## config.mk

```make
export PLATFORM = sky130hd
export DESIGN_NAME = joy_event_tx
export DESIGN_NICKNAME = d
export VERILOG_FILES = /design/src/rtl/joy_event_tx.sv
export SDC_FILE = /design/constraint.sdc
export NUM_CORES = 1
export LEC_CHECK = 0
export ABC_AREA = 0
export CORE_UTILIZATION = 40
export CTS_BUF_LIST = sky130_fd_sc_hd__clkbuf_4 sky130_fd_sc_hd__clkbuf_8
export DETAILED_ROUTE_END_ITERATION = 12
export DONT_BUFFER_PORTS = 1
export SYNTH_ARGS = -nofsm -noshare
export SYNTH_HDL_FRONTEND = slang
export SYNTH_SLANG_ARGS = --single-unit
```

## constraint.sdc

```tcl
create_clock -name clk -period 1.9 [get_ports clk]
set_input_delay 0.19 -clock clk [delete_from_list [all_inputs] [get_ports clk]]
set_output_delay 0.19 -clock clk [all_outputs]
set_load 0.05 [all_outputs]
```

## src/rtl/joy_event_tx.sv

```systemverilog
// joy_event_tx: turns five active-low joystick keys into coded events.
//   Each key is synchronized and debounced. Every debounced press or release
//   fills that key's pending slot. A fixed-priority arbiter then moves pending
//   slots into a small show-ahead FIFO that feeds a valid/ready stream.
//
// Handshake: a pop happens when evt_valid and evt_ready are both high on a
// rising clk edge. evt_code is the head entry while evt_valid is high. While
// evt_valid is low, evt_code holds the last popped code (0 after reset).
//
// Optional feature: define JOY_EVENT_AUTOREPEAT_EN to add a single repeat
// timer. It issues type 10 events for the most recently pressed key. In the
// default build there is no timer and the REPEAT_* parameters are unused.
//
// Event code: [4:3] type (00 release, 01 press, 10 repeat), [2:0] key id
//   key id: 0 z, 1 up, 2 down, 3 left, 4 right.
module joy_event_tx #(
    parameter int DEBOUNCE_CYCLES = 500000,
    parameter int FIFO_DEPTH      = 4,
    parameter int REPEAT_DELAY    = 25000000,
    parameter int REPEAT_PERIOD   = 5000000
) (
    input  logic       clk,
    input  logic       reset,
    input  logic       key_up,
    input  logic       key_down,
    input  logic       key_left,
    input  logic       key_right,
    input  logic       key_z,
    output logic       evt_valid,
    input  logic       evt_ready,
    output logic [4:0] evt_code,
    output logic [4:0] keys_state,
    output logic       evt_drop
);

    localparam int CW = $clog2(DEBOUNCE_CYCLES);
    localparam int AW = $clog2(FIFO_DEPTH);

    localparam logic [1:0] T_REL   = 2'b00;
    localparam logic [1:0] T_PRESS = 2'b01;
    localparam logic [1:0] T_RPT   = 2'b10;

    // Raw pins gathered so that bit index equals key id.
    logic [4:0] raw_keys;
    assign raw_keys = {key_right, key_left, key_down, key_up, key_z};

    logic [4:0] sync1_q, sync2_q;

    // Two-flop synchronizer. It resets to the released level.
    always_ff @(posedge clk or negedge reset) begin
        if (!reset) begin
            sync1_q <= '1;
            sync2_q <= '1;
        end else begin
            sync1_q <= raw_keys;
            sync2_q <= sync1_q;
        end
    end

    // ------------------------------------------------------------------
    // Debounce. stable_q holds the accepted pin level (1 = released).
    // ------------------------------------------------------------------
    logic [4:0]    stable_q;
    logic [CW-1:0] cnt_q [5];
    logic [4:0]    flip;
    logic [4:0]    press_edge;
    logic [4:0]    rel_edge;

    // A key flips once its new level has held for DEBOUNCE_CYCLES samples.
    always_comb begin
        flip = '0;
        for (int i = 0; i < 5; i++) begin
            flip[i] = (sync2_q[i] != stable_q[i]) &&
                      (cnt_q[i] == CW'(DEBOUNCE_CYCLES - 1));
        end
    end

    assign press_edge = flip & stable_q;
    assign rel_edge   = flip & ~stable_q;
    assign keys_state = ~stable_q;

    // Per-key hold counter and accepted level.
    always_ff @(posedge clk or negedge reset) begin
        if (!reset) begin
            stable_q <= '1;
            for (int i = 0; i < 5; i++) cnt_q[i] <= '0;
        end else begin
            for (int i = 0; i < 5; i++) begin
                if (sync2_q[i] == stable_q[i]) begin
                    cnt_q[i] <= '0;
                end else if (flip[i]) begin
                    stable_q[i] <= sync2_q[i];
                    cnt_q[i]    <= '0;
                end else begin
                    cnt_q[i] <= cnt_q[i] + 1'b1;
                end
            end
        end
    end

    // ------------------------------------------------------------------
    // FIFO occupancy and pointers.
    // ------------------------------------------------------------------
    logic [AW-1:0] wptr_q, rptr_q;
    logic [AW:0]   count_q;
    logic [4:0]    mem_q [FIFO_DEPTH];
    logic [4:0]    last_q;
    logic          full, empty, pop;

    assign full      = (count_q == (AW + 1)'(FIFO_DEPTH));
    assign empty     = (count_q == '0);
    assign pop       = !empty && evt_ready;
    assign evt_valid = !empty;
    assign evt_code  = empty ? last_q : mem_q[rptr_q];

    // ------------------------------------------------------------------
    // Arbiter: the lowest pending key id wins. It writes only if the FIFO
    // was not full at the start of the cycle.
    // ------------------------------------------------------------------
    logic [4:0] pend_v_q;
    logic [1:0] pend_t_q [5];
    logic [4:0] grant;
    logic       wr_en;
    logic [2:0] wr_id;
    logic [1:0] wr_type;

    // Scan from the highest id down so that the lowest pending id wins.
    always_comb begin
        grant   = '0;
        wr_en   = 1'b0;
        wr_id   = '0;
        wr_type = '0;
        if (!full) begin
            for (int i = 4; i >= 0; i--) begin
                if (pend_v_q[i]) begin
                    grant    = '0;
                    grant[i] = 1'b1;
                    wr_en    = 1'b1;
                    wr_id    = 3'(i);
                    wr_type  = pend_t_q[i];
                end
            end
        end
    end

    // ------------------------------------------------------------------
    // Optional repeat timer.
    // ------------------------------------------------------------------
    logic [4:0] rpt_fire;

`ifdef JOY_EVENT_AUTOREPEAT_EN
    logic        rpt_active_q;
    logic [2:0]  rpt_key_q;
    logic [31:0] rpt_cnt_q;
    logic [4:0]  rpt_onehot;
    logic        rpt_press_any;
    logic [2:0]  rpt_press_id;

    assign rpt_onehot = 5'b00001 << rpt_key_q;

    // Among simultaneous presses, the highest id becomes the tracked key.
    always_comb begin
        rpt_press_any = |press_edge;
        rpt_press_id  = '0;
        for (int i = 0; i < 5; i++) begin
            if (press_edge[i]) rpt_press_id = 3'(i);
        end
        rpt_fire = '0;
        if (rpt_active_q && rpt_cnt_q == '0) rpt_fire = rpt_onehot;
    end

    // Timer: load on press, reload after each expiry, stop on tracked release.
    always_ff @(posedge clk or negedge reset) begin
        if (!reset) begin
            rpt_active_q <= 1'b0;
            rpt_key_q    <= '0;
            rpt_cnt_q    <= '0;
        end else if (rpt_press_any) begin
            rpt_active_q <= 1'b1;
            rpt_key_q    <= rpt_press_id;
            rpt_cnt_q    <= 32'(REPEAT_DELAY - 1);
        end else if (rpt_active_q && |(rel_edge & rpt_onehot)) begin
            rpt_active_q <= 1'b0;
        end else if (rpt_active_q) begin
            if (rpt_cnt_q == '0) rpt_cnt_q <= 32'(REPEAT_PERIOD - 1);
            else                 rpt_cnt_q <= rpt_cnt_q - 1'b1;
        end
    end
`else
    logic unused_repeat_cfg;
    assign unused_repeat_cfg = ^{REPEAT_DELAY, REPEAT_PERIOD};
    assign rpt_fire          = '0;
`endif

    // ------------------------------------------------------------------
    // Pending slots. A new edge always wins. The grant clears the slot. A
    // repeat fills the slot only when it is empty.
    // ------------------------------------------------------------------
    logic drop_d, drop_q;

    assign drop_d   = |((press_edge | rel_edge) & pend_v_q & ~grant);
    assign evt_drop = drop_q;

    // Slot update and the registered overwrite pulse.
    always_ff @(posedge clk or negedge reset) begin
        if (!reset) begin
            pend_v_q <= '0;
            for (int i = 0; i < 5; i++) pend_t_q[i] <= T_REL;
            drop_q <= 1'b0;
        end else begin
            drop_q <= drop_d;
            for (int i = 0; i < 5; i++) begin
                if (press_edge[i] || rel_edge[i]) begin
                    pend_v_q[i] <= 1'b1;
                    pend_t_q[i] <= press_edge[i] ? T_PRESS : T_REL;
                end else if (grant[i]) begin
                    pend_v_q[i] <= 1'b0;
                end else if (rpt_fire[i] && !pend_v_q[i]) begin
                    pend_v_q[i] <= 1'b1;
                    pend_t_q[i] <= T_RPT;
                end
            end
        end
    end

    // FIFO storage. It needs no reset because count_q guards every read.
    always_ff @(posedge clk) begin
        if (wr_en) mem_q[wptr_q] <= {wr_type, wr_id};
    end

    // FIFO pointers, occupancy and the last popped code.
    always_ff @(posedge clk or negedge reset) begin
        if (!reset) begin
            wptr_q  <= '0;
            rptr_q  <= '0;
            count_q <= '0;
            last_q  <= '0;
        end else begin
            if (wr_en) wptr_q <= wptr_q + 1'b1;
            if (pop) begin
                rptr_q <= rptr_q + 1'b1;
                last_q <= mem_q[rptr_q];
            end
            case ({wr_en, pop})
                2'b10:   count_q <= count_q + 1'b1;
                2'b01:   count_q <= count_q - 1'b1;
                default: count_q <= count_q;
            endcase
        end
    end

endmodule

```

Yosys cells after proc, flatten, opt, wreduce, memory -nomap -nowiden. Memories as Yosys holds them, arrays and structs flattened. Cells that the tools add are included.

Register bits: 138. Bits in writable memories: 20. Input port bits: 8. Memories: 1.

Memory list: mem_q (words 4, bits a word 5, read ports 1, clocked after Yosys merged registers in 0, wr ports 1, RTL line 106) `logic [4:0] mem_q [FIFO_DEPTH];`.

Add/sub/neg operators: 9. Equality and inequality tests: 18. Muxes and demuxes: 53. Bitwise operators: 12. Reductions and logical operators: 25.

Operators with widths (count): 19-bit 2-to-1 mux (10); 19-bit by 1-bit adder with 19-bit output, second input constant (5); 19-bit equality test, second input constant (5); 5-bit 2-to-1 mux (7); 1-bit 2-to-1 mux (23); 5-bit bitwise AND (4); 3-bit 2-to-1 mux (6); 2-bit 2-to-1 mux (6); 2-bit nonzero test (6); 5-bit inverter (2); 2-bit AND reduction (5); 1-bit logical AND (6); 3-bit one-hot mux with 2 select lines (1); 1-bit equality test (5); 1-bit logical OR (5); 1-bit != test (5); 1-bit inverter (5); 5-bit bitwise OR (1); 5-bit OR reduction (1); 2-bit by 1-bit adder with 2-bit output, second input constant (2); 3-bit by 1-bit adder with 3-bit output, second input constant (1); 3-bit equality test, second input constant (1); 3-bit logical NOT (1); 3-bit by 1-bit subtractor with 3-bit output, second input constant (1); 3 further kinds (3).

Longest topological paths before layout.
Depth in word-level cells: 9. Depth in mapped cells: 10.

Worst setup path before layout. OpenSTA, ideal clock, no wires.

Kind: reg2reg. From: register count_q[0]. To: register count_q[2]. Library setup time: 0.079 ns. Arrival time: 2.526 ns. Path slack: -0.705 ns. Cell stages (with the launch flop): 11. Clock period less this slack: 2.605 ns. Path through: dfrtp_1 > or3_1 > clkbuf_1 > and2_1 > clkbuf_1 > ha_1 > inv_1 > fa_1 > xor2_1 > nor2_1 > xor2_1.

Cells in the longest elaborated chain, start to end: 5. Elaborated cells on any way between the ends: 11. Classes of those cells: add/sub (2); eq/ne (3); mux (2); reduce/logical (4).

RTL lines: start, declared (RTL line 105) `logic [AW:0] count_q;`; start signal, assigned (RTL line 245) `2'b10: count_q <= count_q + 1'b1;`; start signal, assigned (RTL line 246) `2'b01: count_q <= count_q - 1'b1;`; start signal, assigned (RTL line 247) `default: count_q <= count_q;`; 3-bit logical NOT (*) (RTL line 111) `assign empty = (count_q == '0);`; 1-bit logical NOT (*); via evt_valid (RTL line 29) `output logic evt_valid,`; 1-bit logical AND (*) (RTL line 112) `assign pop = !empty && evt_ready;`; via pop (RTL line 108) `logic full, empty, pop;`; 2-bit by 1-bit equality test with 1-bit output / 2-bit equality test (equally long branches) (RTL line 244) `case ({wr_en, pop})`; 3-bit one-hot mux with 2 select lines / 2-bit nonzero test (equally long branches).

Mark *: on every way through the listed nets, which the timed path passes. The rest lies on a longest branch. A chain may end at the register's enable or synchronous reset.

Final worst setup path.
From: register count_q[0]. To: output port evt_code[2].

Cells in the longest elaborated chain, start to end: 2.

RTL lines: 3-bit logical NOT (RTL line 111); 5-bit 2-to-1 mux (RTL line 114) `assign evt_code = empty ? last_q : mem_q[rptr_q];`; end, declared (RTL line 31) `output logic [4:0] evt_code,`.

Every way passes these cells.

==> metrics <==
Slew headroom=49.4%; drt total wl=12900 um; Num Clock Sinks=148; initial antenna violation count=0; Hold Slack=-0.575 ns; Clock Tree Buf Depth=2; Fill cells=1507; total die area=0.0179 mm2; CP startpoint kind=flop; floorplan core area=0.0168 mm2; largest net degree at the start of global routing=133; GPL Wtd Cong=0.797; Max Slew Vio Count=0; MaxCap Viol Count=0; fin crit share=109%; 1st-iter DRT viols=210; antenna violation net count after detailed routing=0; Syn Std Cell Area=0.00695 mm2; actual slew at the worst max-slew pin=0.758 ns; die span in y=134 um; Mapped Cells=660; Post-Route Skew=0.00871 ns; drt first pass iters=4; area leader, netlist=dfrtp_1; post-synthesis sequential area ratio=54.7%; final hold vios=132; H-tree depth=4; status=complete, but fails checks; Synth top area share=42.1%; Die Wd=134 um; worst reg-to-reg path cell count=11; top cells by area, synth=dfrtp_1 42%, edfxtp_1 6.9%, nor2_1 6.5%; DR DRC count=0; commonest register cell after synthesis=dfrtp_1; initial core utilization=41.5%; Final min period=2.07 ns; Post-synth top cells=121 x nor2_1, 117 x dfrtp_1, 49 x xor2_1, 46 x nand2_1, 46 x xnor2_1; layout cells sized above 1=24.7%; achievable frequency=483 MHz; Synth async-reset ratio=89.2%; Area growth syn-to-layout=21.6%; Vias/cell=4.98; vias post-DR=4764; VDD IR max=0.579 mV; crit end category=output pin; routed len/inst=13.5 um; power per standard cell area=796 mW/mm2; crit path DAT=1.88 ns; clk root buf=clkbuf_8; first-pass GRT wire length=21500 um; clock transition at the registers of the reported paths=0.08 ns; CTS Buf Count=17; vias in the first global route=4542; setup slack after layout=-0.168 ns; total congestion overflow=0; DP HPWL=8430 um; IO Port Bufs=0; I/O pin cnt=20; Hold Crit Class=input pin to asynchronous set/reset pin; Power Total=6720 uW; leak pwr=0.00336 uW; synth warn=0; RSZ-0062 raised after global routing=yes; cts hold-fix bufs=5; crit-path max FO=5; clock latency on the worst-skew pair=0.45 ns; post-synth cell types=53; GRT Overall Usage=15.1%; leading cell type by number of instances after synthesis=nor2_1; FF+latch count, synth=148; post-place setup slack=-0.0244 ns; CP Class=flop to output pin; nets=742; # rows=47; Synth Net Count=679; Post-synth EDFFs=16; CTS tree=built; antenna cells=0; final setup vio count=6; syn_area_per_cell=10.5 um2; Worst Path Required=1.71 ns; failing checks=negative hold slack, negative setup slack
-- worst paths after layout --
| check | startpoint | endpoint | slack, ns |
|---|---|---|---|
| worst min register to register | sync1_q[0] | sync2_q[0] | 0.36 |
| min in group clk | evt_ready | count_q[0] | 0.12 |
| max in group asynchronous | reset | sync1_q[3] | 2.19 |
| worst max register to register | count_q[0] | count_q[2] | -0.11 |
| worst max-delay path | count_q[0] | evt_code[2] | -0.17 |
| worst min-delay path | reset | cnt_q[60] | -0.57 |
-- state kept, by name, summed over array words and instances (netlist names), 4 cells and up --
| signal | cells |
|---|---|
| cnt_q | 95 |
| stable_q | 5 |
| mem_q | 16 |
| last_q | 4 |
| sync1_q | 5 |
| pend_v_q | 5 |
| sync2_q | 5 |
| pend_t_q | 5 |
-- routing by layer --
layer  part of all wire, %  vias up  track usage (%)
met5                     0        -                0
met4                  0.82        0             4.86
met3                   3.0       11             5.14
met2                    48       42             22.9
met1                    48     2360             20.3
li1                      -     2351                -
-- cell families (layout without fill, tap and decap cells) --
group	Yosys count	in the layout	synth area share [%]
simple gates	314	316	22.4
flops	148	148	54.7
xor+xnor	95	95	12.0
buf+inv	47	121	3.13
compound gates	29	29	2.66
mux	15	15	3.02
fa+ha+maj	11	11	2.09
other cells	1	1	0.0539
-- worst max-delay path, stage by stage (launching register included) --
cell and delay [ns]:
dfrtp_1 0.39, buf_6 0.12, or3_4 0.35, buf_12 0.17
mux2_4 0.38
-- cell type report --
type	count	area, um2	area share, %
Inverter	29	109	1.29
Tap cell	220	275	3.26
Clock inverter	13	156	1.85
Sequential cell	148	3800	45.0
Multi-Input combinational cell	467	3300	39.0
Timing Repair Buffer	60	546	6.46
Clock buffer	19	262	3.09
-- power by group --
| group | switching, uW | internal [uW] | leakage (uW) | total [uW] |
|---|---|---|---|---|
| logic | 341 | 436 | 0.00130 | 776 |
| registers | 112 | 3300 | 0.00185 | 3410 |
| clock network | 1180 | 1360 | 0.000208 | 2540 |
| total | 1630 | 5090 | 0.00336 | 6720 |
-- timing repair --
action                     4_1_cts  5_1_grt
setup endpoints to repair       25       64
resized for setup               16       79
hold endpoints to repair       137      132
cloned                           0        4
pin swaps                        8       41
buffers inserted                 3        7
-- layout by cell type, fill, tap and decap left out, types with 17 or more instances in the layout --
master and n:
buf_4 46, clkbuf_8 19, dfrtp_1 115, inv_1 27, nand2_1 46, nand3_1 38, nand4_1 20, nor2_1 94
nor2_4 17, xnor2_1 46, xor2_1 47
-- metrics by stage --
stage / utilization [%] / instance area [um2] / TNS [ns] / instances
after floorplan: - / 6990 / -0.285 / 660
after global placement: 44.6 / 7470 / -0.00116 / 905
after detailed placement: 44.6 / 7470 / -0.117 / 905
after CTS: 47.9 / 8030 / -0.876 / 945
after global routing: 50.4 / 8450 / -2.99 / 956
final: 50.4 / 8450 / -0.846 / 956
Note: power is estimated with default switching activity, not from simulation.
